## src/rtl/nunchuck_poller.sv

```systemverilog
// nunchuck_poller: autonomous poller for a Wii nunchuck behind a generic
// transaction-level I2C master. It initialises the device, then
// periodically issues a conversion write, waits, reads the 6-byte report
// and publishes it atomically on data_out.
//
// Optional feature macro: NUNCHUCK_LEGACY_INIT_EN
//   defined   : single init write 0x40,0x00; bytes stored as ((b^0x17)+0x17)
//   undefined : init writes 0xF0,0x55 then 0xFB,0x00; bytes stored raw
//
// Ports
//   clk, reset                 clock, asynchronous active-high reset
//   en                         polling enable
//   txn_req/rw/addr/len        transaction request and attributes to master
//   txn_wdata0/1               write payload bytes
//   txn_done/txn_nack          completion strobe and failure flag
//   rd_valid/rd_data           received read bytes
//   data_out[0:5]/data_valid   last good report and its update pulse
//   init_done/link_err         device initialised / re-init was forced
//   err_count                  saturating failed-transaction count
module nunchuck_poller #(
    parameter logic [6:0]  DEV_ADDR    = 7'h52,
    parameter int unsigned POLL_CYCLES = 50000,
    parameter int unsigned CONV_WAIT   = 10000,
    parameter int unsigned MAX_RETRY   = 3
) (
    input  logic       clk,
    input  logic       reset,
    input  logic       en,
    output logic       txn_req,
    output logic       txn_rw,
    output logic [6:0] txn_addr,
    output logic [2:0] txn_len,
    output logic [7:0] txn_wdata0,
    output logic [7:0] txn_wdata1,
    input  logic       txn_done,
    input  logic       txn_nack,
    input  logic       rd_valid,
    input  logic [7:0] rd_data,
    output logic [7:0] data_out [0:5],
    output logic       data_valid,
    output logic       init_done,
    output logic       link_err,
    output logic [7:0] err_count
);

    localparam int unsigned PCW = $clog2(POLL_CYCLES + 1);
    localparam int unsigned CWW = $clog2(CONV_WAIT + 1);
    localparam int unsigned RTW = $clog2(MAX_RETRY + 2);

    typedef enum logic [2:0] {
        S_INIT1, S_INIT2, S_POLL_WAIT, S_CONV, S_CONV_WAIT, S_READ, S_PUBLISH
    } state_t;

    state_t           r_state, w_state_n;
    logic             r_req, w_req_n;
    logic             r_gap, w_gap_n;       // issue the current transaction next cycle
    logic [PCW-1:0]   r_poll_cnt, w_poll_cnt_n;
    logic [CWW-1:0]   r_wait_cnt, w_wait_cnt_n;
    logic [RTW-1:0]   r_retry, w_retry_n;
    logic [2:0]       r_nbytes, w_nbytes_n;
    logic [7:0]       r_shadow [0:5];
    logic [7:0]       w_shadow_n [0:5];
    logic [7:0]       r_data [0:5];
    logic [7:0]       w_data_n [0:5];
    logic             r_dv, w_dv_n;
    logic             r_init_done, w_init_done_n;
    logic             r_link_err, w_link_err_n;
    logic [7:0]       r_err, w_err_n;
    logic             r_rw, w_rw_n;
    logic [2:0]       r_len, w_len_n;
    logic [7:0]       r_wd0, w_wd0_n;
    logic [7:0]       r_wd1, w_wd1_n;
    logic             w_done;
    logic             w_cap;
    logic             w_ok;
    logic [2:0]       w_cnt;

    // Byte storage transform applied at capture time.
    function automatic logic [7:0] f_store(input logic [7:0] b);
`ifdef NUNCHUCK_LEGACY_INIT_EN
        return 8'((b ^ 8'h17) + 8'h17);
`else
        return b;
`endif
    endfunction

    // State and datapath registers.
    always_ff @(posedge clk or posedge reset) begin
        if (reset) begin
            r_state     <= S_INIT1;
            r_req       <= 1'b0;
            r_gap       <= 1'b1;
            r_poll_cnt  <= '0;
            r_wait_cnt  <= '0;
            r_retry     <= '0;
            r_nbytes    <= '0;
            r_shadow    <= '{default: 8'h00};
            r_data      <= '{default: 8'h00};
            r_dv        <= 1'b0;
            r_init_done <= 1'b0;
            r_link_err  <= 1'b0;
            r_err       <= '0;
            r_rw        <= 1'b0;
            r_len       <= '0;
            r_wd0       <= '0;
            r_wd1       <= '0;
        end else begin
            r_state     <= w_state_n;
            r_req       <= w_req_n;
            r_gap       <= w_gap_n;
            r_poll_cnt  <= w_poll_cnt_n;
            r_wait_cnt  <= w_wait_cnt_n;
            r_retry     <= w_retry_n;
            r_nbytes    <= w_nbytes_n;
            r_shadow    <= w_shadow_n;
            r_data      <= w_data_n;
            r_dv        <= w_dv_n;
            r_init_done <= w_init_done_n;
            r_link_err  <= w_link_err_n;
            r_err       <= w_err_n;
            r_rw        <= w_rw_n;
            r_len       <= w_len_n;
            r_wd0       <= w_wd0_n;
            r_wd1       <= w_wd1_n;
        end
    end

    // Next-state, handshake, retry and capture logic.
    always_comb begin
        w_state_n     = r_state;
        w_req_n       = r_req;
        w_gap_n       = 1'b0;
        w_poll_cnt_n  = r_poll_cnt;
        w_wait_cnt_n  = r_wait_cnt;
        w_retry_n     = r_retry;
        w_nbytes_n    = r_nbytes;
        w_shadow_n    = r_shadow;
        w_data_n      = r_data;
        w_dv_n        = 1'b0;
        w_init_done_n = r_init_done;
        w_link_err_n  = r_link_err;
        w_err_n       = r_err;
        w_rw_n        = r_rw;
        w_len_n       = r_len;
        w_wd0_n       = r_wd0;
        w_wd1_n       = r_wd1;

        w_done = txn_done && r_req;
        w_cap  = rd_valid && r_req && (r_state == S_READ) && (r_nbytes < 3'd6);
        w_cnt  = w_cap ? 3'(r_nbytes + 3'd1) : r_nbytes;
        if (w_cap) begin
            w_shadow_n[r_nbytes] = f_store(rd_data);
            w_nbytes_n           = w_cnt;
        end
        w_ok = !txn_nack && ((r_state != S_READ) || (w_cnt == 3'd6));

        // Poll period runs from CONV entry and saturates so an overrun starts the next poll at once.
        if (r_poll_cnt < PCW'(POLL_CYCLES)) begin
            w_poll_cnt_n = PCW'(r_poll_cnt + PCW'(1));
        end

        if (r_gap) begin
            w_req_n = 1'b1;
        end

        case (r_state)
            S_INIT1, S_INIT2, S_CONV, S_READ: begin
                if (w_done) begin
                    w_req_n    = 1'b0;
                    w_nbytes_n = '0;
                    if (w_ok) begin
                        w_retry_n = '0;
                        case (r_state)
                            S_INIT1: begin
`ifdef NUNCHUCK_LEGACY_INIT_EN
                                w_init_done_n = 1'b1;
                                w_state_n     = S_POLL_WAIT;
                                w_poll_cnt_n  = '0;
`else
                                w_state_n = S_INIT2;
                                w_gap_n   = 1'b1;
`endif
                            end
                            S_INIT2: begin
                                w_init_done_n = 1'b1;
                                w_state_n     = S_POLL_WAIT;
                                w_poll_cnt_n  = '0;
                            end
                            S_CONV: begin
                                w_state_n    = S_CONV_WAIT;
                                w_wait_cnt_n = '0;
                            end
                            default: begin
                                // Publish includes a byte that lands in the same cycle as txn_done.
                                w_state_n = S_PUBLISH;
                                w_data_n  = w_shadow_n;
                                w_dv_n    = 1'b1;
                            end
                        endcase
                    end else begin
                        w_gap_n = 1'b1;
                        if (r_err != 8'hFF) begin
                            w_err_n = 8'(r_err + 8'd1);
                        end
                        if (r_retry >= RTW'(MAX_RETRY)) begin
                            w_retry_n     = '0;
                            w_init_done_n = 1'b0;
                            w_link_err_n  = 1'b1;
                            w_state_n     = S_INIT1;
                        end else begin
                            w_retry_n = RTW'(r_retry + RTW'(1));
                        end
                    end
                end
            end
            S_POLL_WAIT: begin
                if ((r_poll_cnt >= PCW'(POLL_CYCLES - 1)) && en) begin
                    w_state_n    = S_CONV;
                    w_req_n      = 1'b1;
                    w_poll_cnt_n = '0;
                end
            end
            S_CONV_WAIT: begin
                if (r_wait_cnt >= CWW'(CONV_WAIT - 1)) begin
                    w_state_n  = S_READ;
                    w_req_n    = 1'b1;
                    w_nbytes_n = '0;
                end else begin
                    w_wait_cnt_n = CWW'(r_wait_cnt + CWW'(1));
                end
            end
            S_PUBLISH: begin
                w_state_n = S_POLL_WAIT;
            end
            default: begin
                w_state_n = S_INIT1;
            end
        endcase

        // Transaction attributes follow the state being entered so they are stable with txn_req.
        case (w_state_n)
            S_INIT1: begin
                w_rw_n  = 1'b0;
                w_len_n = 3'd2;
`ifdef NUNCHUCK_LEGACY_INIT_EN
                w_wd0_n = 8'h40;
                w_wd1_n = 8'h00;
`else
                w_wd0_n = 8'hF0;
                w_wd1_n = 8'h55;
`endif
            end
            S_INIT2: begin
                w_rw_n  = 1'b0;
                w_len_n = 3'd2;
                w_wd0_n = 8'hFB;
                w_wd1_n = 8'h00;
            end
            S_CONV: begin
                w_rw_n  = 1'b0;
                w_len_n = 3'd1;
                w_wd0_n = 8'h00;
                w_wd1_n = 8'h00;
            end
            S_READ: begin
                w_rw_n  = 1'b1;
                w_len_n = 3'd6;
                w_wd0_n = 8'h00;
                w_wd1_n = 8'h00;
            end
            default: ;
        endcase
    end

    assign txn_req    = r_req;
    assign txn_rw     = r_rw;
    assign txn_addr   = DEV_ADDR;
    assign txn_len    = r_len;
    assign txn_wdata0 = r_wd0;
    assign txn_wdata1 = r_wd1;
    assign data_out   = r_data;
    assign data_valid = r_dv;
    assign init_done  = r_init_done;
    assign link_err   = r_link_err;
    assign err_count  = r_err;

endmodule

```

## config.mk

```make
export PLATFORM = sky130hd
export DESIGN_NAME = nunchuck_poller
export DESIGN_NICKNAME = d
export VERILOG_FILES = /design/src/rtl/nunchuck_poller.sv
export SDC_FILE = /design/constraint.sdc
export NUM_CORES = 1
export LEC_CHECK = 0
export CAP_MARGIN = 20
export CORE_ASPECT_RATIO = 0.9
export CORE_MARGIN = 8
export CORE_UTILIZATION = 50
export DETAILED_ROUTE_END_ITERATION = 6
export PLACE_DENSITY = 0.83
export SYNTH_ARGS = -nofsm -noshare
export SYNTH_HDL_FRONTEND = slang
export SYNTH_SLANG_ARGS = --single-unit
```

## constraint.sdc

```tcl
create_clock -name clk -period 7.2 [get_ports clk]
set_input_delay 1.44 -clock clk [delete_from_list [all_inputs] [get_ports clk]]
set_output_delay 1.44 -clock clk [all_outputs]
set_load 0.01 [all_outputs]
```

==> out/results.txt, run 1 <==
routed vias -> 4725
RSZ-0062 raised after global routing -> no
path type of the worst setup path -> in -> reg
post-CTS setup buffer count -> 0
commonest non-fill, non-tap cell in the layout -> dfrtp_1
worst hold path type -> reg -> reg
Register Area -> 3880 sq um
Placed Area -> 7810 sq um
final instance area -> 8410 sq um
Iter 0 DRT Violations -> 250
chip width -> 140 um
FFs w/ async S/R, synth -> 100%
Mapped Area -> 6940 sq um
share of layout cells above drive strength 1 -> 21.9%
Sw Pwr -> 0.405 mW
fraction of power consumed by sequential logic -> 48.9%
largest net degree at the start of global routing -> 85
clock period minus worst slack -> 3.74 ns
Clock Latency Late Sink -> 0.43 ns
vias per inst -> 5.67
number of antenna diodes -> 0
Clock Tree Root -> clkbuf_16
Final Hold Viols -> 0
Num CTS Buffers -> 17
Leakage -> 3.85 nW
io pins -> 101
initial antenna violation count -> 0
CTS clk-pin slew, worst paths -> 0.06 ns
Int Power -> 1.37 mW
crit-path cells -> clkdlybuf4s50_1 -> nand2_1 -> nand4bb_1 -> a2111o_1 -> clkinv_2 -> mux2_2
Max Freq -> 0.267 GHz
Final setup viols -> 0
TritonRoute pass-1 iters -> 4
Core ar. -> 13800 sq um
Nets -> 668
Routed WL -> 15400 um
DP Worst Slack -> 3.04 ns
DP HPWL -> 10300 um
Seq cells post-synth -> 155
Pins Over Slew Limit -> 0
Worst EP required -> 7.50 ns
Filler Cells Inserted -> 1026
clk_skew -> 0.00915 ns
worst slew pin tran -> 0.922 ns
die area -> 17900 sq um
Post-synth EDFFs -> 0
Clk pwr share -> 49.0%
area leader, netlist -> dfrtp_1
arrival time worst endpoint -> 4.04 ns
vias in the first global route -> 4828
switching share of total power -> 22.8%
clk sinks -> 155
Top delay family on crit path -> buffers and inverters
max-cap violation count -> 0
first-pass GRT wire length -> 25100 um
CP Capture Type -> register
top post-synthesis cells by area -> dfrtp_1, mux2_2, nand2_1, buf_4, o21ai_0
PwrDens -> 212 nW/um^2
GRT overflow -> 0
most frequent cells in the layout -> dfrtp_1, mux2_2, clkdlybuf4s50_1
CTS tree -> built
critical-path maximum fanout -> 49
RePlAce Congestion -> 0.822
Layout area overhead -> 21.2%
Die Span Y -> 128 um
Max-Slew Margin vs Limit -> 38.4%
H-tree Lvls -> 4
Startpoint Class -> input pin
port buffer count -> 88
Final ANT Viol Nets -> 0
syn avg cell area -> 12.2 sq um
Main synth FF type -> dfrtp_1
TNS Setup -> 0 ns
run status -> complete, no violations
clk buf depth -> 2
Bufs and invs on worst path -> 2
area occupied by multi-input gates -> 2780 sq um
Post-Syn Instances -> 571
crit share post-route -> 52.0%
slowest cell delay on critical path -> 0.63 ns
share of the synthesized area in the top cell type -> 55.5%
Avg WL per Cell -> 18.5 um
post-route worst setup slack -> 3.46 ns
slowest stage cell, crit path -> a2111o_1
# rows -> 41
GRT Total Usage -> 17.8%
Post-route DRC -> 0
# hold bufs at CTS -> 0
count of different cell masters after synthesis -> 65
post-synthesis sequential area ratio -> 55.9%
post-CTS sizing -> 0
Starting Density -> 50.3%
Gate power share -> 2.0%
Max IR drop VDD -> 0.166 mV
synth warn -> 0
## layout make-up
cell class                      instances  area share, %
Sequential cell                       155           46.1
Multi-Input combinational cell        373           33.0
Timing Repair Buffer                   91           11.0
Clock buffer                           19           5.26
Tap cell                              172           2.56
Clock inverter                         13           1.56
Inverter                               10          0.521
## power by group through the flow
stage	registers [mW]	logic, mW	clock network (mW)
floorplan	0.887	0.0216	0
global placement	0.887	0.0338	0
detailed placement	0.887	0.0350	0
CTS	0.871	0.0352	0.886
global route	0.870	0.0413	0.929
finish	0.871	0.0362	0.873
## Yosys cell counts, types with 2 or more instances
master,number
dfrtp_1,154
mux2_2,88
nand2_1,61
nor2_1,31
o21ai_0,27
buf_4,25
nand3_1,23
and3_1,11
xor2_1,11
a31oi_1,9
clkbuf_1,9
xnor2_1,9
a21oi_1,8
inv_1,8
or3_1,7
ha_1,6
nand4_1,6
nor3_1,6
o31ai_1,5
a21o_1,4
buf_2,4
buf_6,4
nor4b_4,3
a41oi_1,2
and4_1,2
conb_1,2
nand2b_1,2
nand3b_1,2
nor3_2,2
nor4_1,2
nor4_2,2
o2111ai_1,2
o21a_1,2
## cells by family (layout without fill, tap and decap cells)
kind of cell / count (synthesis) / count (layout) / synth area share [%]
AOI/OAI and AO/OA: 71 / 71 / 6.94
xor gates and xnor gates: 21 / 21 / 2.76
adders and majority gates: 7 / 7 / 1.23
buffers and inverters: 53 / 133 / 4.74
DFF: 155 / 155 / 55.9
muxes: 90 / 90 / 14.6
other: 2 / 12 / 0.108
and+or+nand+nor: 172 / 172 / 13.7
## registers in the layout (all words and copies together) (netlist names)
signal / flops
r_poll_cnt: 16
link_err: 1
r_shadow: 48
txn_len: 3
r_state: 3
r_retry: 3
init_done: 1
r_gap: 1
txn_req: 1
txn_rw: 1
r_nbytes: 3
data_valid: 1
txn_wdata0: 2
txn_wdata1: 1
err_count: 8
r_wait_cnt: 14
data_out: 48
## per-stage QoR
step                      total power, mW  cells  utilization [%]  hold WS, ns
after CTS                            1.79    832             60.8        0.471
final                                1.78    833             61.0        0.477
after floorplan                     0.909    581                -        0.437
after detailed placement            0.922    800             56.6        0.456
after global routing                 1.84    833             61.0        0.475
after global placement              0.921    800             56.6        0.457
## path summary, 6_finish.rpt
| kind | start | to | slack, ns | cells after the start |
|---|---|---|---|---|
| worst max-delay path | rd_valid | data_out[22] | 3.46 | 6 |
| worst min-delay path | link_err | link_err | 0.48 | 1 |
| worst max register to register | r_nbytes[0] | data_out[0] | 3.97 | 6 |
| worst min register to register | link_err | link_err | 0.48 | 1 |
| max in group asynchronous | reset | data_out[7] | 4.55 | 4 |
| min in group asynchronous | reset | data_out[19] | 1.48 | 2 |
## routing by layer
metal | vias to the layer above | track usage (%) | wire, um
li1 | 2150 | - | -
met1 | 2420 | 21.7 | 6660
met2 | 134 | 28.7 | 7470
met3 | 21 | 6.29 | 1030
met4 | 0 | 6.89 | 272
met5 | - | 0 | 0
## worst reg2reg max path, stage by stage (launching register included)
cell       delay (ns)
dfrtp_1          0.69
ha_1             0.36
nand2_1          0.10
nand4bb_1        0.19
a2111o_1         0.41
clkinv_2         0.73
mux2_1           0.62
(Power assumes the default switching activity.)
==> run 2, diff against run 1 <==
--- a/config.mk
+++ b/config.mk
@@ -8,9 +8,9 @@
 export CAP_MARGIN = 20
 export CORE_ASPECT_RATIO = 0.9
 export CORE_MARGIN = 8
-export CORE_UTILIZATION = 50
+export CORE_UTILIZATION = 49
 export DETAILED_ROUTE_END_ITERATION = 6
-export PLACE_DENSITY = 0.83
+export PLACE_DENSITY = 0.85
 export SYNTH_ARGS = -nofsm -noshare
 export SYNTH_HDL_FRONTEND = slang
 export SYNTH_SLANG_ARGS = --single-unit
==> constraint.sdc (replaced) <==
create_clock -name clk -period 3.4 [get_ports clk]
set_input_delay 0.68 -clock clk [delete_from_list [all_inputs] [get_ports clk]]
set_output_delay 0.68 -clock clk [all_outputs]
set_load 0.01 [all_outputs]
==> run 2 against run 1 <==
Effect of this change: sequential share of layout area decreased by 0.29 points; clock power up 110%; final cell count up 3.0%; utilization fell by 0.30 points; combinational power up 100%; clock skew about the same; wire length shrank 1.1%; worst setup slack got worse by 2.9 ns; register-to-register slack worse by 3.4 ns.
==> out/results.txt, run 2 (synthesis results as in run 1) <==
TritonRoute pass-1 iters -> 5 (was 4)
largest net degree at the start of global routing -> 156 (was 85)
slowest cell delay on critical path -> 0.61 ns (was 0.63 ns)
Post-route DRC -> 0 (unchanged)
Nets -> 672 (was 668)
max-cap violation count -> 0 (unchanged)
first-pass GRT wire length -> 25300 um (was 25100 um)
Routed WL -> 15300 um (was 15400 um)
vias per inst -> 5.47 (was 5.67)
number of antenna diodes -> 0 (unchanged)
clock period minus worst slack -> 2.86 ns
final instance area -> 8470 sq um (was 8410 sq um)
share of layout cells above drive strength 1 -> 22.6% (was 21.9%)
die area -> 18200 sq um (was 17900 sq um)
CP Capture Type -> register (unchanged)
Final setup viols -> 0 (unchanged)
DP HPWL -> 10400 um (was 10300 um)
path type of the worst setup path -> reg -> reg (was in -> reg)
crit share post-route -> 84.1%
Clock Tree Root -> clkbuf_16 (unchanged)
critical-path maximum fanout -> 49 (unchanged)
PwrDens -> 438 nW/um^2 (was 212 nW/um^2)
clk sinks -> 155 (unchanged)
RePlAce Congestion -> 0.845 (was 0.822)
Leakage -> 3.85 nW (about the same)
vias in the first global route -> 4940 (was 4828)
# hold bufs at CTS -> 0 (unchanged)
port buffer count -> 88 (unchanged)
H-tree Lvls -> 4 (unchanged)
clk buf depth -> 2 (unchanged)
GRT overflow -> 0 (unchanged)
commonest non-fill, non-tap cell in the layout -> dfrtp_1 (unchanged)
run status -> complete, no violations (unchanged)
Reg2Reg Launch Point -> r_nbytes[0] (unchanged)
Register-to-Register Path Depth -> 7 (was 6)
post-CTS sizing -> 0 (unchanged)
Worst EP required -> 3.70 ns (was 7.50 ns)
routed vias -> 4689 (was 4725)
crit-path cells -> ha_1 -> nand2_1 -> nand4bb_1 -> a2111o_1 -> clkinv_2 -> buf_12 -> mux2_2 (was clkdlybuf4s50_1 -> nand2_1 -> nand4bb_1 -> a2111o_1 -> clkinv_2 -> mux2_2)
Avg WL per Cell -> 17.8 um (was 18.5 um)
Pins Over Slew Limit -> 0 (unchanged)
clk_skew -> 0.00921 ns (was 0.00915 ns)
Register Area -> 3880 sq um (unchanged)
Startpoint Class -> register (was input pin)
Max Freq -> 0.350 GHz
Num CTS Buffers -> 17 (unchanged)
Hold EP -> r_wait_cnt[10] (was link_err)
HP Start -> r_wait_cnt[10] (was link_err)
worst slew pin tran -> 0.860 ns (was 0.922 ns)
slowest stage cell, crit path -> a2111o_1 (unchanged)
arrival time worst endpoint -> 3.16 ns (was 4.04 ns)
Max-Slew Margin vs Limit -> 42.4% (was 38.4%)
Layout area overhead -> 22.0% (was 21.2%)
RSZ-0062 raised after global routing -> no (unchanged)
TNS Setup -> 0 ns (unchanged)
Die Span Y -> 129 um (was 128 um)
hold depth -> 1 (unchanged)
worst hold path type -> reg -> reg (unchanged)
CTS clk-pin slew, worst paths -> 0.06 ns (about the same)
reg2reg setup slack -> 0.54 ns (was 3.97 ns)
Final ANT Viol Nets -> 0 (unchanged)
post-CTS setup buffer count -> 0 (unchanged)
Clock Latency Late Sink -> 0.42 ns (was 0.43 ns)
Starting Density -> 49.7% (was 50.3%)
most frequent cells in the layout -> dfrtp_1, mux2_2, clkdlybuf4s50_1 (unchanged)
CTS tree -> built (unchanged)
GRT Total Usage -> 17.5% (was 17.8%)
area occupied by multi-input gates -> 2780 sq um (unchanged)
initial antenna violation count -> 0 (unchanged)
Iter 0 DRT Violations -> 359 (was 250)
Filler Cells Inserted -> 1055 (was 1026)
Placed Area -> 7900 sq um (was 7810 sq um)
io pins -> 101 (unchanged)
# rows -> 41 (unchanged)
Core ar. -> 14000 sq um (was 13800 sq um)
Max IR drop VDD -> 0.393 mV (was 0.166 mV)
chip width -> 141 um (was 140 um)
Final Hold Viols -> 0 (unchanged)
Critical R2R Capture -> data_out[6] (was data_out[0])
## run 2: worst max path at each step
stage	depth (start not counted)	startpoint	slack, ns	endpoint
2_1_floorplan	1	reset	0.76	data_out[0]
3_3_place_gp	7	rd_valid	0.38	data_out[28]
3_5_place_dp	7	rd_valid	0.31	data_out[6]
4_1_cts	7	r_nbytes[0]	0.53	data_out[6]
5_1_grt	7	r_nbytes[0]	0.40	data_out[18]
6_report	7	r_nbytes[0]	0.54	data_out[6]
## run 2: stage by stage
stage | worst slack, ns | utilization, % | hold WS [ns] | power (mW) | cells
3_3_place_gp | 0.379 | 56.6 | 0.453 | 1.95 | 826
3_5_place_dp | 0.311 | 56.6 | 0.465 | 1.95 | 826
2_1_floorplan | 0.762 | - | 0.437 | 1.93 | 581
5_1_grt | 0.402 | 60.7 | 0.500 | 3.85 | 858
4_1_cts | 0.526 | 60.7 | 0.486 | 3.74 | 858
6_report | 0.540 | 60.7 | 0.492 | 3.71 | 858
## run 2: power breakdown
part	switching [mW]	total, mW	internal, mW	leakage, nW
clock network	0.810	1.79	0.982	0.271
registers	0	1.84	1.84	2.00
logic	0.0573	0.0742	0.0169	1.59
total	0.867	3.71	2.84	3.85
## run 2: layout make-up
cell class / count / area share, %
clock inverter: 14 / 1.51
multi-input combinational: 373 / 32.8
sequential: 155 / 45.8
clock buffer: 18 / 5.19
inverter: 10 / 0.503
timing repair buffer: 95 / 11.3
tap: 193 / 2.85
## run 2: per-layer routing
metal	wire length (um)	track usage, %	vias up
met4	328	6.25	0
met2	7780	29.7	138
li1	-	-	2150
met3	794	5.18	29
met5	0	0	-
met1	6350	21.0	2372
## run 2: critical path: cells and delay by family, from the launching register on
kind                       cells  cell delay [ns]
DFF                            1             0.57
AOI/OAI and AO/OA              1             0.61
adders and majority gates      1             0.43
buffers and inverters          2             0.37
and+or+nand+nor                2             0.36
muxes                          1             0.38
